File: src/rtl/instr_issuer_if.sv
// Host/Controller-facing bus of the instruction issuer: program load port,
// run control, and the issued instruction with its status flags.
interface instr_issuer_if #(
  parameter int ADDR_W = 6
) ();
  logic              prog_we;
  logic [ADDR_W-1:0] prog_addr;
  logic [31:0]       prog_data;
  logic              run;
  logic [31:0]       instruction;
  logic              start;
  logic              busy;
  logic              done;
  logic              error;
  logic [ADDR_W-1:0] pc;

  modport master (
    output prog_we, prog_addr, prog_data, run,
    input  instruction, start, busy, done, error, pc
  );

  modport slave (
    input  prog_we, prog_addr, prog_data, run,
    output instruction, start, busy, done, error, pc
  );
endinterface

File: src/rtl/instr_issuer.sv
// Program buffer and sequencer for the bit-serial PE-array Controller: issues one
// instruction at a time and waits a fixed per-opcode latency. Optional STEP_MODE_EN.
module instr_issuer #(
  parameter int LENGTH     = 32,
  parameter int DEPTH      = 64,
  parameter int ADDR_W     = 6,
  parameter int MUL_CYCLES = (LENGTH + 1) * (2 * LENGTH + 4)
) (
  input  logic clk,
  input  logic reset,
`ifdef STEP_MODE_EN
  input  logic step,
`endif
  instr_issuer_if.slave bus
);

`ifdef STEP_MODE_EN
  typedef enum logic [2:0] {
    S_IDLE, S_FETCH, S_DECODE, S_ISSUE, S_WAIT, S_ADV, S_DONE, S_HOLD
  } state_t;
`else
  typedef enum logic [2:0] {
    S_IDLE, S_FETCH, S_DECODE, S_ISSUE, S_WAIT, S_ADV, S_DONE
  } state_t;
`endif

  localparam logic [5:0] OP_HALT = 6'd63;

  state_t            state_q, state_d;
  logic [ADDR_W-1:0] pc_q, pc_d;
  logic              busy_q, busy_d;
  logic              error_q, error_d;
  logic [31:0]       instr_q, instr_d;
  logic [15:0]       wait_q, wait_d;
  logic [31:0]       rd_word_q;
  logic [5:0]        opcode;
  logic              start;
  logic              done;

  logic [31:0] mem [DEPTH];

  function automatic logic is_legal(input logic [5:0] op);
    case (op)
      6'd0, 6'd1, 6'd2, 6'd5, 6'd7, 6'd8, 6'd9, 6'd10: is_legal = 1'b1;
      default:                                         is_legal = 1'b0;
    endcase
  endfunction

  function automatic logic [15:0] lat_of(input logic [5:0] op);
    case (op)
      6'd0, 6'd1, 6'd9, 6'd10: lat_of = 16'(2 * LENGTH + 2);
      6'd5, 6'd8:              lat_of = 16'(LENGTH + 3);
      6'd7:                    lat_of = 16'(LENGTH + 2);
      6'd2:                    lat_of = 16'(MUL_CYCLES);
      default:                 lat_of = 16'd0;
    endcase
  endfunction

  // Buffer is read every cycle at pc, so the word is ready in DECODE after FETCH.
  always_ff @(posedge clk) begin
    if (bus.prog_we && !busy_q) begin
      mem[bus.prog_addr] <= bus.prog_data;
    end
    rd_word_q <= mem[pc_q];
  end

  assign opcode = rd_word_q[31:26];

  always_ff @(posedge clk) begin
    if (reset) begin
      state_q <= S_IDLE;
      pc_q    <= '0;
      busy_q  <= 1'b0;
      error_q <= 1'b0;
      instr_q <= '0;
      wait_q  <= '0;
    end else begin
      state_q <= state_d;
      pc_q    <= pc_d;
      busy_q  <= busy_d;
      error_q <= error_d;
      instr_q <= instr_d;
      wait_q  <= wait_d;
    end
  end

  // The ISSUE cycle counts as the first latency cycle, giving start-to-start = LAT+3.
  always_comb begin
    state_d = state_q;
    pc_d    = pc_q;
    busy_d  = busy_q;
    error_d = error_q;
    instr_d = instr_q;
    wait_d  = wait_q;
    case (state_q)
      S_IDLE: begin
        if (bus.run) begin
          state_d = S_FETCH;
          pc_d    = '0;
          error_d = 1'b0;
          busy_d  = 1'b1;
        end
      end
      S_FETCH: state_d = S_DECODE;
      S_DECODE: begin
        if (opcode == OP_HALT) begin
          state_d = S_DONE;
        end else if (is_legal(opcode)) begin
          instr_d = rd_word_q;
          wait_d  = lat_of(opcode);
          state_d = S_ISSUE;
        end else begin
          error_d = 1'b1;
          state_d = S_ADV;
        end
      end
      S_ISSUE: begin
        wait_d  = wait_q - 16'd1;
        state_d = S_WAIT;
      end
      S_WAIT: begin
        if (wait_q == 16'd1) begin
          state_d = S_ADV;
        end else begin
          wait_d = wait_q - 16'd1;
        end
      end
      S_ADV: begin
        if (pc_q == ADDR_W'(DEPTH - 1)) begin
          state_d = S_DONE;
        end else begin
`ifdef STEP_MODE_EN
          state_d = S_HOLD;
`else
          pc_d    = pc_q + ADDR_W'(1);
          state_d = S_FETCH;
`endif
        end
      end
`ifdef STEP_MODE_EN
      S_HOLD: begin
        if (step) begin
          pc_d    = pc_q + ADDR_W'(1);
          state_d = S_FETCH;
        end
      end
`endif
      S_DONE: begin
        busy_d  = 1'b0;
        state_d = S_IDLE;
      end
      default: state_d = S_IDLE;
    endcase
  end

  always_comb begin
    start = 1'b0;
    done  = 1'b0;
    case (state_q)
      S_ISSUE: start = 1'b1;
      S_DONE:  done  = 1'b1;
      default: ;
    endcase
  end

  assign bus.instruction = instr_q;
  assign bus.start       = start;
  assign bus.busy        = busy_q;
  assign bus.done        = done;
  assign bus.error       = error_q;
  assign bus.pc          = pc_q;

endmodule

File: src/flat_wrapper.sv
// flat-port wrapper written by rule: the top's interface ports become plain ports
module instr_issuer_flat 
#(
  parameter int LENGTH     = 32,
  parameter int DEPTH      = 64,
  parameter int ADDR_W     = 6,
  parameter int MUL_CYCLES = (LENGTH + 1) * (2 * LENGTH + 4)
)
  (clk, reset, bus_prog_we, bus_prog_addr, bus_prog_data, bus_run, bus_instruction, bus_start, bus_busy, bus_done, bus_error, bus_pc);
  instr_issuer_if #(.ADDR_W(ADDR_W)) bus_i ();
  input  logic clk;
  input  logic reset;
  input wire logic [$bits(bus_i.prog_we)-1:0] bus_prog_we;
  input wire logic [$bits(bus_i.prog_addr)-1:0] bus_prog_addr;
  input wire logic [$bits(bus_i.prog_data)-1:0] bus_prog_data;
  input wire logic [$bits(bus_i.run)-1:0] bus_run;
  output wire logic [$bits(bus_i.instruction)-1:0] bus_instruction;
  output wire logic [$bits(bus_i.start)-1:0] bus_start;
  output wire logic [$bits(bus_i.busy)-1:0] bus_busy;
  output wire logic [$bits(bus_i.done)-1:0] bus_done;
  output wire logic [$bits(bus_i.error)-1:0] bus_error;
  output wire logic [$bits(bus_i.pc)-1:0] bus_pc;
  assign bus_i.prog_we = bus_prog_we;
  assign bus_i.prog_addr = bus_prog_addr;
  assign bus_i.prog_data = bus_prog_data;
  assign bus_i.run = bus_run;
  assign bus_instruction = bus_i.instruction;
  assign bus_start = bus_i.start;
  assign bus_busy = bus_i.busy;
  assign bus_done = bus_i.done;
  assign bus_error = bus_i.error;
  assign bus_pc = bus_i.pc;
  instr_issuer #(.LENGTH(LENGTH), .DEPTH(DEPTH), .ADDR_W(ADDR_W), .MUL_CYCLES(MUL_CYCLES)) u_core (.clk(clk), .reset(reset), .bus(bus_i));
endmodule
File: config.mk
export PLATFORM = sky130hd
export DESIGN_NAME = instr_issuer_flat
export DESIGN_NICKNAME = d
export VERILOG_FILES = /design/src/rtl/instr_issuer_if.sv /design/src/rtl/instr_issuer.sv /design/src/flat_wrapper.sv
export SDC_FILE = /design/constraint.sdc
export NUM_CORES = 2
export LEC_CHECK = 0
export ABC_AREA = 1
export CAP_MARGIN = 20
export CORE_ASPECT_RATIO = 0.7
export CORE_MARGIN = 5
export CORE_UTILIZATION = 60
export CTS_BUF_LIST = sky130_fd_sc_hd__clkbuf_2
export CTS_CLUSTER_SIZE = 14
export DETAILED_ROUTE_END_ITERATION = 8
export PLACE_DENSITY = 0.76
export SLEW_MARGIN = 25
export SYNTH_ARGS = -nofsm -noshare
export SYNTH_HDL_FRONTEND = slang
export SYNTH_SLANG_ARGS = --single-unit
export TNS_END_PERCENT = 100
File: constraint.sdc
create_clock -name clk -period 5.3 [get_ports clk]
set_input_delay 0.795 -clock clk [delete_from_list [all_inputs] [get_ports clk]]
set_output_delay 0.795 -clock clk [all_outputs]
set_load 0.1 [all_outputs]
# Word level (Yosys, flattened, before mapping)
# Memory sizes are Yosys's and may differ from the RTL's. A register that Yosys moved wholly into a read port is not among the register bits.
# Cells that the tools add are included.
[totals] register_bits=59 ramBits=2048 mem_bits_ro=128 in_bits=42 mem_count=3
[classes] n_addsub=2 eq_ne=16 mux=27 n_bitwise=1 reduce_logical=14
[mem_list] memory="u_core.mem" depth=64 width=32 read_ports=1 rd_ports_with_merged_regs=1 write_ports=1 line_no="instr_issuer.sv:40" source="logic [31:0] mem [DEPTH];"
[mem_list] memory="(no name shown)" depth=16 width=7 read_ports=1 rd_ports_with_merged_regs=0 write_ports=0 line_no="instr_issuer.sv:50" source="case (op)"
[mem_list] memory="(no name shown)" depth=16 width=1 read_ports=1 rd_ports_with_merged_regs=0 write_ports=0 line_no="instr_issuer.sv:43" source="case (op)"
[op_table] cell="16-bit two-way mux" count=4
[op_table] cell="16-bit one-hot mux with 3 select lines" count=1
[op_table] cell="3-bit one-hot mux with 6 select lines" count=1
[op_table] cell="16-bit by 1-bit equality test with 1-bit output (second input constant)" count=1
[op_table] cell="16-bit by 1-bit subtractor with 16-bit output (second input constant)" count=1
[op_table] cell="3-bit two-way mux" count=5
[op_table] cell="6-bit equality test (second input constant)" count=2
[op_table] cell="6-bit two-way mux" count=2
[op_table] cell="6-bit one-hot mux with 2 select lines" count=1
[op_table] cell="1-bit two-way mux" count=11
[op_table] cell="2-bit != test (second input constant)" count=5
[op_table] cell="3-bit equality test (second input constant)" count=3
[op_table] cell="4-bit AND reduction" count=2
[op_table] cell="6-bit by 1-bit adder with 6-bit output (second input constant)" count=1
[op_table] cell="3-bit by 2-bit equality test with 1-bit output (second input constant)" count=2
[op_table] cell="3-bit AND reduction" count=2
[op_table] cell="2-bit nonzero test" count=3
[op_table] cell="2-bit by 1-bit != test with 1-bit output (second input constant)" count=2
[op_table] cell="1-bit one-hot mux with 2 select lines" count=2
[op_table] cell="2-bit AND reduction" count=2
[op_table] cell="3-bit by 1-bit equality test with 1-bit output (second input constant)" count=1
[op_table] cell="3-bit zero test" count=1
[op_table] cell="3-bit nonzero test" count=1
[op_table] cell="2-bit zero test" count=1
[op_table] cell="other kinds (3)" count=3

# Logic depth before layout (Yosys ltp)
[depth] depth_word=7 depth_mapped=14

# Worst setup path after synthesis
# OpenSTA, ideal clock, no wires.
[synth_timing] path_type="reg-to-output" start="register u_core.state_q[2]" end="output port bus_done" arrival_ns=2.573 slack_ns=1.932 path_stages_with_launch=3 path_cell_list="dfxtp_1 -> inv_1 -> nor3_1"
[synth_between] elab_chain_len=2
[synth_lines] element="start: declaration" line_no="instr_issuer.sv:29" source="state_t state_q, state_d;"
[synth_lines] element="start signal: assignment" line_no="instr_issuer.sv:78" source="state_q <= state_d;"
[synth_lines] element="3-bit equality test" line_no="instr_issuer.sv:159" source="case (state_q)"
[synth_lines] element="1-bit two-way mux" line_no="instr_issuer.sv:159"
[synth_lines] element="end: declaration" line_no="flat_wrapper.sv:20" source="output wire logic [$bits(bus_i.done)-1:0] bus_done;"
# Every way passes these cells.

# Worst setup path after layout
[layout_timing] start="register u_core.pc_q[0], in the netlist u_core.bus.pc[0]" end="output port bus_pc[0]"
[layout_lines] element="start: declaration" line_no="instr_issuer.sv:30" source="logic [ADDR_W-1:0] pc_q, pc_d;"
[layout_lines] element="start signal: assignment" line_no="instr_issuer.sv:79" source="pc_q <= pc_d;"
[layout_lines] element="end: declaration" line_no="flat_wrapper.sv:22" source="output wire logic [$bits(bus_i.pc)-1:0] bus_pc;"
# No word-level cell between the ends.

==> flow_metrics.py <==
metrics = {
    "outcome": {
        "run_status": "finished clean",
    },
    "cells_and_area": {
        "register_area_um2": 63300,
        "final_core_util": 0.665,
        "nets": 8421,
        "fillCellCount": 10732,
        "multiInputGateArea_um2": 21400,
        "drive_gt1_frac": 0.122,
        "final_area_um2": 96800,
        "final_cell_count_no_fill": 10704,
        "area_growth_pct": 10.2,
    },
    "worst_setup_path": {
        "crit_family": "buffers and inverters",
        "cpMaxStageDelayCell": "clkdlybuf4s50_1",
        "worstPathArrival_ps": 4140,
        "crit_fanout": 41,
        "crit_chain": "clkdlybuf4s50_1",
        "path_class": "register to primary output",
        "critical_path_buf_inv_count": 1,
        "max_stage_delay_ps": 1280,
        "cp-start-kind": "register",
        "r2r_slack_ps": 1670,
        "critPathCaptureType": "primary output",
        "crit_required_ps": 4510,
    },
    "clock_network": {
        "clock_sinks": 2139,
        "clkTransAtPathRegs_ps": 120,
        "post-cts-setup-buffer-count": 0,
        "cts_tree": "yes",
        "cts_max_path_buffers": 4,
        "cts_max_level": 5,
        "cts_buffers": 479,
        "root_buffer": "clkbuf_2",
        "clock_latency_ps": 1940,
        "post_cts_resized": 0,
    },
    "detailed_routing": {
        "antenna_left": 0,
        "post_drt_wl_per_cell_um": 24.2,
        "vias": 62439,
        "vias_per_cell": 5.83,
        "drc_errors": 0,
        "drtPass1Iterations": 6,
        "drt_wl_total_um": 259000,
        "drtIter0Drc": 10005,
    },
    "sta": {
        "hold_viol": 0,
        "fin_crit_ps": 4930,
        "tightest_slew_ps": 1300,
        "fin_ws_ps": 368,
        "fin_skew_ps": 140,
        "slew_headroom": 0.132,
        "setup_viol": 0,
        "final_max_slew_viol_count": 0,
        "tns_ps": 0,
        "rsz0062_at_grt": "no",
        "max_clock_freq_ghz": 0.203,
        "fin_crit_sh": 0.931,
    },
    "synthesis": {
        "synth_edf_count": 2048,
        "yosysSeqAreaShare": 0.720,
        "netlist_top_cells_count": "nand2_1 (2652), edfxtp_1 (2048), nor2_1 (925)",
        "ys.flop_type": "edfxtp_1",
        "ys_ff_latch": 2139,
        "synth_area_leaders": "edfxtp_1 (70%), nand2_1 (11%), nand3_1 (5.1%), nor2_1 (4.0%), dfxtp_1 (2.1%)",
        "synth_top_area_cell": "edfxtp_1",
        "synth_area_um2": 87900,
        "async_flop_share": 0,
        "yosysUniqueCellTypes": 31,
        "synth_most_common_cell": "nand2_1",
        "synth_cells": 8011,
        "syn_avg_cell_area_um2": 11.0,
        "synth_nets": 8060,
        "synth_top_area_share": 0.700,
        "yosys_warnings": 0,
    },
    "power": {
        "power_density_nw_per_um2": 318,
        "ir_worst_vdd_mv": 0.281,
        "p_leak_nw": 37.1,
    },
    "min_path": {
        "hold_class": "primary input to register",
    },
    "die": {
        "die_area_um2": 154000,
        "ios": 84,
        "core_um2": 146000,
        "row_count": 117,
        "start_util": 0.604,
        "dieHeight_um": 330,
        "die_x_um": 467,
    },
    "placed_design": {
        "pre_cts_ws_ps": 1450,
        "io_buffers": 83,
        "place_area_um2": 90500,
        "globalplace.congestion": 0.941,
        "place_hpwl_um": 138000,
        "dp.cells": 9716,
    },
    "global_route": {
        "grt_max_degree": 162,
        "grt_pass1_wl_um": 374000,
        "gr-total-overflow": 0,
        "grt.total_usage": 0.332,
        "grt_antenna_before_repair": 25,
        "grt_pass1_vias": 57837,
    },
    "flow_run": {
        "max_cap_violations": 0,
    },
}
## state kept, by name, summed over array words and instances, names as in the netlist
signal / cells
u_core.bus.pc: 6
u_core.bus.busy: 1
u_core.wait_q: 16
u_core.mem: 2048
u_core.rd_word_q: 32
u_core.state_q: 3
u_core.bus.instruction: 32
u_core.bus.error: 1
## report_power, final
part	switching [W]	leakage [nW]	total, W	internal, W
registers	0.0000924	19.2	0.0187	0.0186
logic	0.00151	14.6	0.00199	0.000475
clock network	0.00631	3.30	0.0101	0.00380
total	0.00792	37.1	0.0308	0.0229
## cells by family (layout without fill, tap and decap cells)
logic type / count (synthesis) / in the layout / share of synthesized area
AND/OR/NAND/NOR: 4525 / 4525 / 0.207
flip-flops: 2139 / 2139 / 0.720
buffers and inverters: 829 / 1547 / 0.0417
adder cells (fa/ha/maj): 7 / 7 / 0.000996
XOR/XNOR: 5 / 5 / 0.000498
other: 0 / 12 / 0
AO/OA/AOI/OAI: 506 / 506 / 0.0290
## worst register-to-register path: stages, from the launching register on
cell     delay, ps
dfxtp_4        950
inv_16         390
buf_4          720
nand2_1        140
nand3_1         80
nand3_1        120
nand2_1         80
nor2_1         270
nand2_1        300
nand3_1        250
nand2_1        140
## worst paths after layout
kind                                   start                         end  depth (start not counted)
hold reg to reg   u_core.bus.instruction[28]  u_core.bus.instruction[28]                          2
setup / recovery            u_core.bus.pc[0]                   bus_pc[0]                          1
setup reg to reg            u_core.bus.pc[0]        u_core.rd_word_q[13]                         10
hold / removal                   bus_prog_we           u_core.mem[3][30]                          5
## stage by stage
stage          hold slack [ps]  power [W]
2_1_floorplan              450     0.0201
3_3_place_gp               443     0.0208
3_5_place_dp               454     0.0208
4_1_cts                   1.40     0.0308
5_1_grt                   23.5     0.0319
6_report                  39.1     0.0308
## area by class of cell
class | instances | area share
Clock buffer | 743 | 0.0384
Antenna cell | 12 | 0.000310
Timing Repair Buffer | 331 | 0.0411
Inverter | 378 | 0.0151
Tap cell | 1963 | 0.0254
Clock inverter | 95 | 0.00456
Multi-Input combinational cell | 5043 | 0.221
Sequential cell | 2139 | 0.654
## routing by layer
metal	track usage	up-vias	routed length, um
li1	-	28027	-
met1	0.479	29359	97800
met2	0.459	4471	108000
met3	0.119	572	42400
met4	0.140	10	10700
met5	0	-	104
## cells in the final DEF, fill, tap and decap left out, types with 4 or more instances in the layout
master              n
a21oi_1           177
buf_12             46
clkinv_1           83
o21ai_0           316
or2_2              25
nor2_1            861
nand4_1            11
inv_2               8
dfxtp_4             4
edfxtp_1         2048
dlygate4sd3_1      79
xor2_1              5
o21ai_1             7
dfxtp_1            86
inv_1             369
nor2_4             65
buf_4             121
buf_2               5
nand2_1          2651
diode_2            12
clkbuf_2          743
clkdlybuf4s50_1    49
clkinv_2            5
nand3_1           902
ha_1                7
buf_16             30
## what timing repair did
| item | CTS | global route |
|---|---|---|
| setup endpoints to repair | 0 | 0 |
| hold endpoints to repair | 2291 | 0 |
| hold buffers | 103 | 0 |
(Power assumes the default switching activity.)
